<file path="src/rtl/video_timing_gen.sv">
// Raster timing generator: waits for a synchronized, settled PLL lock, then
// sweeps h/v counters and emits registered hsync/vsync/de/x/y/frame_start.
module video_timing_gen #(
  parameter int   H_ACTIVE      = 1280,
  parameter int   H_FP          = 110,
  parameter int   H_SYNC        = 40,
  parameter int   H_BP          = 220,
  parameter int   V_ACTIVE      = 720,
  parameter int   V_FP          = 5,
  parameter int   V_SYNC        = 5,
  parameter int   V_BP          = 20,
  parameter logic HS_POL        = 1'b1,
  parameter logic VS_POL        = 1'b1,
  parameter int   SETTLE_CYCLES = 16
) (
  input  logic        clkin,
  input  logic        reset,
  input  logic        lock,
  output logic        hsync,
  output logic        vsync,
  output logic        de,
  output logic [10:0] x,
  output logic [9:0]  y,
  output logic        frame_start,
  output logic        running
);

  localparam int H_TOTAL = H_ACTIVE + H_FP + H_SYNC + H_BP;
  localparam int V_TOTAL = V_ACTIVE + V_FP + V_SYNC + V_BP;
  localparam int SW      = (SETTLE_CYCLES < 2) ? 1 : $clog2(SETTLE_CYCLES);

  // Decode boundaries are one bit wider than the counters so that an edge
  // landing exactly on 2048/1024 still compares correctly.
  localparam logic [10:0] H_LAST   = 11'(H_TOTAL - 1);
  localparam logic [11:0] H_ACT_E  = 12'(H_ACTIVE);
  localparam logic [11:0] HS_BEG_E = 12'(H_ACTIVE + H_FP);
  localparam logic [11:0] HS_END_E = 12'(H_ACTIVE + H_FP + H_SYNC);
  localparam logic [9:0]  V_LAST   = 10'(V_TOTAL - 1);
  localparam logic [10:0] V_ACT_E  = 11'(V_ACTIVE);
  localparam logic [10:0] VS_BEG_E = 11'(V_ACTIVE + V_FP);
  localparam logic [10:0] VS_END_E = 11'(V_ACTIVE + V_FP + V_SYNC);
  localparam logic [SW-1:0] SETTLE_LAST = SW'(SETTLE_CYCLES - 1);

  if (H_TOTAL > 2048) begin : g_h_total_chk
    $error("video_timing_gen: H_TOTAL does not fit the 11-bit h counter");
  end
  if (V_TOTAL > 1024) begin : g_v_total_chk
    $error("video_timing_gen: V_TOTAL does not fit the 10-bit v counter");
  end
  if (SETTLE_CYCLES < 1) begin : g_settle_chk
    $error("video_timing_gen: SETTLE_CYCLES must be at least 1");
  end

  typedef enum logic [1:0] {
    WAIT_LOCK = 2'd0,
    SETTLE    = 2'd1,
    RUN       = 2'd2
  } state_t;

  state_t        state;
  logic          lock_m;
  logic          lock_s;
  logic [SW-1:0] settle_cnt;
  logic [10:0]   h_cnt;
  logic [9:0]    v_cnt;

  logic        de_d;
  logic        hsync_d;
  logic        vsync_d;
  logic        fs_d;
  logic [11:0] h_ext;
  logic [10:0] v_ext;

  always_ff @(posedge clkin or posedge reset) begin
    if (reset) begin
      lock_m <= 1'b0;
      lock_s <= 1'b0;
    end else begin
      lock_m <= lock;
      lock_s <= lock_m;
    end
  end

  always_comb begin
    h_ext   = {1'b0, h_cnt};
    v_ext   = {1'b0, v_cnt};
    de_d    = (h_ext < H_ACT_E) && (v_ext < V_ACT_E);
    hsync_d = ((h_ext >= HS_BEG_E) && (h_ext < HS_END_E)) ? HS_POL : ~HS_POL;
    vsync_d = ((v_ext >= VS_BEG_E) && (v_ext < VS_END_E)) ? VS_POL : ~VS_POL;
    fs_d    = (h_cnt == 11'd0) && (v_cnt == 10'd0);
  end

  // Outputs only leave their idle values inside RUN, and every exit from RUN
  // forces them back, so WAIT_LOCK/SETTLE never need to touch them.
  always_ff @(posedge clkin or posedge reset) begin
    if (reset) begin
      state       <= WAIT_LOCK;
      settle_cnt  <= '0;
      h_cnt       <= '0;
      v_cnt       <= '0;
      running     <= 1'b0;
      hsync       <= ~HS_POL;
      vsync       <= ~VS_POL;
      de          <= 1'b0;
      x           <= '0;
      y           <= '0;
      frame_start <= 1'b0;
    end else begin
      unique case (state)
        WAIT_LOCK: begin
          settle_cnt <= '0;
          h_cnt      <= '0;
          v_cnt      <= '0;
          if (lock_s) state <= SETTLE;
        end
        SETTLE: begin
          if (!lock_s) begin
            state      <= WAIT_LOCK;
            settle_cnt <= '0;
          end else if (settle_cnt == SETTLE_LAST) begin
            state      <= RUN;
            running    <= 1'b1;
            settle_cnt <= '0;
          end else begin
            settle_cnt <= settle_cnt + 1'b1;
          end
        end
        RUN: begin
          if (!lock_s) begin
            state       <= WAIT_LOCK;
            running     <= 1'b0;
            h_cnt       <= '0;
            v_cnt       <= '0;
            hsync       <= ~HS_POL;
            vsync       <= ~VS_POL;
            de          <= 1'b0;
            x           <= '0;
            y           <= '0;
            frame_start <= 1'b0;
          end else begin
            de          <= de_d;
            hsync       <= hsync_d;
            vsync       <= vsync_d;
            frame_start <= fs_d;
            if (de_d) begin
              x <= h_cnt;
              y <= v_cnt;
            end
            if (h_cnt == H_LAST) begin
              h_cnt <= '0;
              v_cnt <= (v_cnt == V_LAST) ? 10'd0 : v_cnt + 1'b1;
            end else begin
              h_cnt <= h_cnt + 1'b1;
            end
          end
        end
        default: state <= WAIT_LOCK;
      endcase
    end
  end

endmodule
</file>
<file path="config.mk">
export PLATFORM = sky130hd
export DESIGN_NAME = video_timing_gen
export DESIGN_NICKNAME = d
export VERILOG_FILES = /design/src/rtl/video_timing_gen.sv
export SDC_FILE = /design/constraint.sdc
export NUM_CORES = 1
export LEC_CHECK = 0
export CORE_AREA = 5 5 94 96
export CTS_CLUSTER_SIZE = 24
export DETAILED_ROUTE_END_ITERATION = 16
export DIE_AREA = 0 0 99 101
export DONT_BUFFER_PORTS = 1
export SLEW_MARGIN = 0
export SYNTH_ARGS = -nofsm -noshare
export SYNTH_HDL_FRONTEND = slang
export SYNTH_SLANG_ARGS = --single-unit
</file>
<file path="constraint.sdc">
create_clock -name clkin -period 2.12 [get_ports clkin]
set_input_delay 0.106 -clock clkin [delete_from_list [all_inputs] [get_ports clkin]]
set_output_delay 0.106 -clock clkin [all_outputs]
set_load 0.005 [all_outputs]
</file>
==> results.json, run 1 <==
{
  "status": "finished clean",
  "wl_per_cell_um": 17.5,
  "drtIter0Drc": 177,
  "synth_cells": 333,
  "dieArea_um2": 10000,
  "cts.sink_count": 55,
  "netSwitchingPower_uw": 372,
  "synth_most_common_cell": "nand2_1",
  "synthTopCellsByCount": "nand2_1 (60), dfrtp_1 (55), nand4_1 (18)",
  "routed_via_density": 5.79,
  "cap_violations": 0,
  "ys_seq_elements": 55,
  "clock_path_buffers": 2,
  "tightest_slew_ns": 0.702,
  "path_common_cell": "a31oi_1",
  "tns_ns": 0,
  "clock_latency_ns": 0.30,
  "htreeDepth": 2,
  "async_flop_share_pct": 100,
  "p_seq_share_pct": 59.3,
  "gp_congestion": 0.876,
  "die_w_um": 99,
  "switching_share_pct": 20.8,
  "clock.fmax_ghz": 0.517,
  "setup.worst_path.end_class": "register",
  "initial_core_util_pct": 38.5,
  "placementRows": 33,
  "path_max_fanout": 8,
  "setup_viol": 0,
  "finClkSkew_ns": 0.00639,
  "path_class": "reg2reg",
  "num_vias": 2513,
  "grt_usage_pct": 15.6,
  "grt_max_degree": 56,
  "drtPass1Iterations": 5,
  "crit_chain": "inv_1 > ha_1 > and4_1 > nand3_2 > a31oi_1 > a31oi_1",
  "ys_seq_area_share_pct": 44.9,
  "chipHeight_um": 101,
  "worst-path-buf-inv": 1,
  "grt_pass1_vias": 2357,
  "portBuffers": 0,
  "grt_pass1_wl_um": 12600,
  "yosysTopAreaCell": "dfrtp_1",
  "yosysWarnings": 0,
  "required_ns": 2.29,
  "hpwl_um": 5420,
  "fin_area_um2": 3320,
  "wl_um": 7600,
  "cp_top_family": "compound AO/OA/AOI/OAI gates",
  "drive_above_1_share_pct": 10.6,
  "hold_violations": 0,
  "place_inst": 424,
  "slew_violations": 0,
  "ios": 29,
  "start_kind": "register",
  "fillCellCount": 769,
  "synth_top_area_share_pct": 44.9,
  "fin_crit_sh_pct": 91.3,
  "ys_dominant_reg_cell": "dfrtp_1",
  "hold_path.class": "reg2reg",
  "synth_fp_nets": 344,
  "power_frac_clock_pct": 37.6,
  "core_um2": 7970,
  "fin_crit_ns": 1.94,
  "post-route-drc-count": 0,
  "power.internal_uw": 1410,
  "areaGrowthSynthToFinish_pct": 8.36,
  "p_leak_uw": 0.00137,
  "final_cell_count_no_fill": 434,
  "grt_overflow": 0,
  "placed_area_um2": 3170,
  "max-vdd-ir-drop_v": 0.000271,
  "cts_buffers": 5,
  "regToRegSetupSlack_ns": 0.18,
  "slowest_stage": "dfrtp_1",
  "arrival_ns": 2.11,
  "synth.area.top_cells": "dfrtp_1 (45%), nand2_1 (7.3%), o211ai_1 (3.9%), nand4_1 (3.7%), a31oi_1 (3.5%)",
  "combPwrFrac_pct": 3.1,
  "path_clk_slew_ns": 0.09,
  "synth_area_um2": 3070,
  "rsz0062_at_grt": "false",
  "slew_headroom_pct": 53.2,
  "grt_antenna_before_repair": 0,
  "synth_area_per_cell_um2": 9.21,
  "finalNetCount": 340,
  "max_stage_delay_ns": 0.47,
  "yosysUniqueCellTypes": 50,
  "power_density_nw_per_um2": 537,
  "antenna_cells": 0,
  "synth_edf_count": 0,
  "tritoncts": "built",
  "cts_root_buf": "clkbuf_8",
  "ant_nets": 0
}
cells in the final DEF (no fill, tap or decap), types with 3 or more instances in the layout:
cell type,count
a41oi_1,3
xor2_1,3
a21oi_1,15
and4b_1,3
nand3_1,16
buf_4,18
nor3_1,4
a31oi_1,17
nand2_1,60
nor2_1,8
nand3b_1,5
nand4_1,18
clkbuf_8,5
o21ai_0,11
a221o_1,7
o211ai_1,16
inv_1,7
and3_1,4
ha_1,8
a22o_1,3
dfrtp_1,55
cells by family after synthesis:
| logic type | synth area share [%] |
|---|---|
| AOI/OAI and AO/OA | 19.5 |
| buffers and inverters | 6.32 |
| and+or+nand+nor | 23.7 |
| muxes | 1.02 |
| adders and majority gates | 3.26 |
| DFF | 44.9 |
| xor gates and xnor gates | 1.39 |
worst paths after layout:
kind,start,cells after the start,end
worst min-delay path,lock_m,0,lock_s
worst max register to register,h_cnt[1],6,v_cnt[9]
min in group asynchronous,reset,3,x[4]
worst min register to register,lock_m,0,lock_s
max in group asynchronous,reset,3,frame_start
worst max-delay path,h_cnt[1],6,v_cnt[9]
area by class of cell:
cell class                      instances  area (um^2)  area share, %
Inverter                                9         33.8           1.02
Sequential cell                        55         1380           41.4
Clock buffer                            6         72.6           2.18
Multi-Input combinational cell        237         1510           45.3
Timing Repair Buffer                   21          175           5.27
Tap cell                              105          131           3.95
Clock inverter                          1         30.0          0.903
metal layers:
layer | GRT usage, % | vias to the layer above | part of all wire [%]
met1 | 21.5 | 1238 | 45
met5 | 0 | - | 0
li1 | - | 1210 | -
met4 | 4.62 | 0 | 1.2
met3 | 3.04 | 7 | 4.9
met2 | 25.1 | 58 | 49
power by group through the flow:
stage          Sequential (uW)  Clock [uW]  Combinational [uW]
4_1_cts                   1060         703                55.7
6_report                  1060         671                54.6
3_3_place_gp              1080           0                52.0
5_1_grt                   1060         734                63.3
3_5_place_dp              1080           0                52.8
2_1_floorplan             1080           0                36.3
repair_timing:
item | in CTS | in global routing
hold buffers | 2 | 0
endpoints found under the hold margin | 56 | 0
buffers inserted | 0 | 1
resized for setup | 0 | 1
endpoints found under the setup margin | 0 | 6
flip-flops by register name, summed over array words and instances (netlist names):
signal       cells
de               1
frame_start      1
h_cnt           11
hsync            1
lock_m           1
lock_s           1
running          1
settle_cnt       4
state            2
v_cnt           10
vsync            1
x               11
y               10
worst register-to-register path, cell delays in order, from the launching register on:
cell	delay, ns
dfrtp_1	0.47
inv_1	0.17
ha_1	0.16
and4_1	0.32
nand3_2	0.11
a31oi_1	0.44
a31oi_1	0.15
per-stage QoR:
step | setup WS, ns | hold WS [ns] | utilization (%) | total power (uW)
2_1_floorplan | 0.431 | 0.137 | - | 1110
3_3_place_gp | 0.202 | 0.137 | 39.8 | 1130
3_5_place_dp | 0.142 | 0.137 | 39.8 | 1130
4_1_cts | 0.111 | 0.342 | 41.4 | 1820
5_1_grt | 0.0183 | 0.350 | 41.7 | 1860
6_report | 0.185 | 0.357 | 41.7 | 1780
Power figures use the tool's default switching activity.
==> run 2: changes to the inputs <==
--- a/config.mk
+++ b/config.mk
@@ -5,11 +5,12 @@
 export SDC_FILE = /design/constraint.sdc
 export NUM_CORES = 1
 export LEC_CHECK = 0
-export CORE_AREA = 5 5 94 96
+export CORE_AREA = 2 2 91 93
 export CTS_CLUSTER_SIZE = 24
 export DETAILED_ROUTE_END_ITERATION = 16
-export DIE_AREA = 0 0 99 101
+export DIE_AREA = 0 0 93 95
 export DONT_BUFFER_PORTS = 1
+export GPL_TIMING_DRIVEN = 1
 export SLEW_MARGIN = 0
 export SYNTH_ARGS = -nofsm -noshare
 export SYNTH_HDL_FRONTEND = slang
==> constraint.sdc (replaced) <==
create_clock -name clkin -period 2.1 [get_ports clkin]
set_input_delay 0.105 -clock clkin [delete_from_list [all_inputs] [get_ports clkin]]
set_output_delay 0.105 -clock clkin [all_outputs]
set_load 0.005 [all_outputs]
==> results.json, run 2 (synthesis gave the netlist of run 1 again) <==
{
  "status": "finished clean",
  "final_common_cell": "nand2_1",
  "crit_chain": "inv_1 > ha_1 > and4_1 > nand3_2 > a31oi_1 > a31oi_1",
  "worst-path-buf-inv": 1,
  "grt_pass1_wl_um": 12600,
  "fin_area_um2": 3370,
  "htreeDepth": 2,
  "gr-usage-met1_pct": 24.5,
  "post-route-drc-count": 0,
  "slew_violations": 0,
  "grt_pass1_vias": 2458,
  "wl_per_cell_um": 17.2,
  "hold_path.class": "in2async",
  "chipHeight_um": 95,
  "max-vdd-ir-drop_v": 0.000273,
  "cp_top_family": "compound AO/OA/AOI/OAI gates",
  "dieArea_um2": 8840,
  "combPwrFrac_pct": 3.5,
  "fin_crit_ns": 1.91,
  "regToRegSetupSlack_ns": 0.19,
  "layout.area.seq_um2": 1380,
  "hold_slack_ns": 0.336,
  "core_um2": 7930,
  "rsz0062_at_grt": "false",
  "clock_latency_ns": 0.32,
  "setup.worst_path.end_class": "register",
  "wl_um": 7600,
  "tritoncts": "built",
  "grt_antenna_before_repair": 0,
  "fillCellCount": 789,
  "path_max_fanout": 8,
  "cts_root_buf": "clkbuf_8",
  "finalNetCount": 347,
  "grt.busiest_layer": "met2",
  "path_common_cell": "a31oi_1",
  "switching_share_pct": 24.0,
  "tightest_slew_ns": 0.650,
  "finClkSkew_ns": 0.0153,
  "layout_common_cells": "nand2_1 (60), dfrtp_1 (55), buf_4 (24)",
  "start_kind": "register",
  "setup_viol": 0,
  "tns_ns": 0,
  "slew_headroom_pct": 56.6,
  "slowest_stage": "dfrtp_1",
  "cts_buffers": 5,
  "routed_via_density": 5.80,
  "required_ns": 2.27,
  "reg_top3": "h_cnt: 11 flops, x: 11 flops",
  "power.internal_uw": 1320,
  "p_leak_uw": 0.00140,
  "clock.fmax_ghz": 0.524,
  "max_stage_delay_ns": 0.48,
  "fin_crit_sh_pct": 90.9,
  "drive_above_1_share_pct": 12.8,
  "drtIter0Drc": 157,
  "gr-usage-met2_pct": 29.3,
  "cts_resized": 0,
  "grt_overflow": 0,
  "cap_violations": 0,
  "multi_input_area_um2": 1500,
  "ant_nets": 0,
  "ios": 29,
  "antenna_cells": 0,
  "power_frac_clock_pct": 34.8,
  "drtPass1Iterations": 4,
  "placementRows": 33,
  "grt_max_degree": 30,
  "p_seq_share_pct": 61.7,
  "areaGrowthSynthToFinish_pct": 9.75,
  "netSwitchingPower_uw": 415,
  "initial_core_util_pct": 38.7,
  "power_density_nw_per_um2": 515,
  "num_vias": 2562,
  "gr-usage-met3_pct": 3.27,
  "placed_area_um2": 3240,
  "post-route-util_pct": 42.5,
  "clock_path_buffers": 2,
  "hold_violations": 0,
  "path_clk_slew_ns": 0.11,
  "die_w_um": 93,
  "portBuffers": 0,
  "path_class": "reg2reg",
  "grt_usage_pct": 18.0,
  "gp_congestion": 0.876,
  "hpwl_um": 5340,
  "arrival_ns": 2.08,
  "cts.sink_count": 55
}
## run 2: cell types whose count changed in the layout (fill, tap and decap cells not counted), sizes merged
cell    previous run  this run
clkbuf             6         5
bufinv             1         0
clkinv             1         3
buf               19        26
inv                8         9
## run 2: worst paths after layout
kind,start,endpoint,depth (start not counted)
min in group clkin,lock,lock_m,1
setup / recovery,h_cnt[1],v_cnt[6],6
setup reg to reg,h_cnt[1],v_cnt[6],6
hold reg to reg,lock_m,lock_s,0
hold / removal,reset,x[7],2
max in group asynchronous,reset,h_cnt[9],3
## run 2: per-layer routing
| metal | up-vias | part of all wire [%] |
|---|---|---|
| li1 | 1228 | - |
| met1 | 1274 | 47 |
| met2 | 53 | 48 |
| met3 | 7 | 3.8 |
| met4 | 0 | 1.0 |
| met5 | - | 0 |
## run 2: worst reg2reg max path: cells and delay by family (launching register included)
kind            cells  cell delay (ns)
compound gates      2             0.56
flops               1             0.48
simple gates        2             0.41
buf+inv             1             0.16
fa+ha+maj           1             0.16
## run 2: stage by stage
step                setup WS, ns  power, uW  instances
floorplan                  0.411       1120        333
global placement           0.235       1150        431
detailed placement         0.178       1150        431
CTS                        0.142       1750        441
global route              0.0368       1790        442
finish                     0.191       1730        442
## run 2: area by class of cell
class	instances	share of cell area, %
Tap cell	105	3.90
Sequential cell	55	40.9
Multi-Input combinational cell	237	44.5
Timing Repair Buffer	28	7.13
Clock buffer	5	2.04
Clock inverter	3	0.557
Inverter	9	1.00
## run 2: timing repair
action                                 in CTS  in global routing
hold buffers                                2                  0
endpoints found under the hold margin      29                  0
buffers inserted                            0                  1
setup endpoints to repair                   0                  4
## run 2: power by group through the flow
stage | sequential (uW) | combinational [uW] | clock [uW]
5_1_grt | 1070 | 69.9 | 653
4_1_cts | 1070 | 63.3 | 618
6_report | 1070 | 61.0 | 603
3_3_place_gp | 1090 | 59.7 | 0
3_5_place_dp | 1090 | 60.0 | 0
2_1_floorplan | 1090 | 36.7 | 0
==> run 3: changes to the inputs <==
--- a/config.mk
+++ b/config.mk
@@ -11,6 +11,7 @@
 export DIE_AREA = 0 0 93 95
 export DONT_BUFFER_PORTS = 1
 export GPL_TIMING_DRIVEN = 1
+export MAX_ROUTING_LAYER = met4
 export SLEW_MARGIN = 0
 export SYNTH_ARGS = -nofsm -noshare
 export SYNTH_HDL_FRONTEND = slang
==> results.json, run 3 (synthesis gave the netlist of run 1 again) <==
{
  "status": "finished clean",
  "layout.area.seq_um2": 1380,
  "cts_root_buf": "clkbuf_8",
  "tightest_slew_ns": 0.654,
  "hold_path.class": "in2async",
  "cts_resized": 0,
  "finClkSkew_ns": 0.0140,
  "fin_crit_sh_pct": 90.7,
  "p_leak_uw": 0.00140,
  "rr_endpoint": "v_cnt[6]",
  "slew_violations": 0,
  "grt.busiest_layer": "met2",
  "path_max_fanout": 8,
  "post-route-util_pct": 42.5,
  "grt_antenna_before_repair": 0,
  "grt_max_degree": 30,
  "fillCellCount": 789,
  "areaGrowthSynthToFinish_pct": 9.75,
  "power_density_nw_per_um2": 515,
  "core_um2": 7930,
  "finalPower_uw": 1730,
  "ios": 29,
  "max-vdd-ir-drop_v": 0.000273,
  "gr-usage-met2_pct": 29.3,
  "regToRegSetupSlack_ns": 0.20,
  "dieArea_um2": 8840,
  "drtIter0Drc": 162,
  "wl_per_cell_um": 17.3,
  "ant_nets": 0,
  "final_common_cell": "nand2_1",
  "cts.sink_count": 55,
  "grt_pass1_vias": 2455,
  "gr-usage-met3_pct": 3.19,
  "finalNetCount": 347,
  "placed_area_um2": 3240,
  "clock_path_buffers": 2,
  "path_class": "reg2reg",
  "start_kind": "register",
  "required_ns": 2.28,
  "grt_overflow": 0,
  "path_clk_slew_ns": 0.11,
  "num_vias": 2568,
  "slew_headroom_pct": 56.3,
  "endpoint": "v_cnt[6]",
  "fin_area_um2": 3370,
  "hpwl_um": 5340,
  "grt_usage_pct": 18.6,
  "grt_pass1_wl_um": 12600,
  "worstSetupStartpoint": "h_cnt[1]",
  "tritoncts": "built",
  "placementRows": 33,
  "routed_via_density": 5.81,
  "ff2ff_path_depth": 6,
  "layout_common_cells": "nand2_1 (60), dfrtp_1 (55), buf_4 (24)",
  "setup.worst_path.end_class": "register",
  "gr-usage-met1_pct": 24.7,
  "cap_violations": 0,
  "htreeDepth": 2,
  "post-route-drc-count": 0,
  "multi_input_area_um2": 1500,
  "clock_latency_ns": 0.32,
  "setup_viol": 0,
  "drtPass1Iterations": 4,
  "tns_ns": 0,
  "cts_buffers": 5,
  "reg_top3": "h_cnt: 11 flops, x: 11 flops",
  "arrival_ns": 2.08,
  "drive_above_1_share_pct": 12.8,
  "rsz0062_at_grt": "false",
  "die_w_um": 93,
  "fin_crit_ns": 1.90,
  "antenna_cells": 0,
  "regToRegStartpoint": "h_cnt[1]",
  "initial_core_util_pct": 38.7,
  "portBuffers": 0,
  "wl_um": 7650,
  "hold_violations": 0,
  "gp_congestion": 0.890,
  "clock.fmax_ghz": 0.525,
  "chipHeight_um": 95
}
[run 3: cell counts in the layout (fill, tap and decap cells not counted)]
No cell type changed its count.
[run 3: metal layers]
layer  vias up  wire (um)
met4         0        102
met1      1273       3570
met2        56       3660
li1       1230          -
met5         -          0
met3         9        317
[run 3: worst max-delay path: stages (launching register included)]
cell,delay (ns)
dfrtp_1,0.48
inv_1,0.16
ha_1,0.16
and4_1,0.31
nand3_2,0.10
a31oi_1,0.42
a31oi_1,0.14
[run 3: layout make-up]
class,instances,area share [%]
multi-input combinational,237,44.5
clock buffer,5,2.04
inverter,9,1.00
sequential,55,40.9
timing repair buffer,28,7.13
clock inverter,3,0.557
tap,105,3.90
[run 3: through the flow]
stage	hold slack [ns]	std cells	setup slack, ns
2_1_floorplan	0.136	333	0.411
3_3_place_gp	0.111	431	0.235
3_5_place_dp	0.117	431	0.178
4_1_cts	0.327	441	0.142
5_1_grt	0.335	442	0.0368
6_report	0.333	442	0.195
[run 3: worst min-delay path by stage]
| stage | startpoint | to | slack (ns) | cells after the start |
|---|---|---|---|---|
| 6_report | reset | x[9] | 0.33 | 2 |
| 5_1_grt | lock | lock_m | 0.34 | 1 |
| 4_1_cts | lock | lock_m | 0.33 | 1 |
| 3_5_place_dp | reset | x[9] | 0.12 | 1 |
| 3_3_place_gp | reset | x[7] | 0.11 | 1 |
| 2_1_floorplan | lock | lock_m | 0.14 | 0 |
[run 3: timing repair]
action,CTS,global route
hold buffers,2,0
hold endpoints to repair,29,0
setup buffers,0,1
endpoints found under the setup margin,0,4
[run 3: power by group]
| part | leakage, uW | internal [uW] | switching [uW] | total [uW] |
|---|---|---|---|---|
| Combinational | 0.000592 | 17.8 | 43.5 | 61.3 |
| Clock | 0.0000483 | 236 | 368 | 604 |
| Sequential | 0.000761 | 1060 | 5.28 | 1070 |
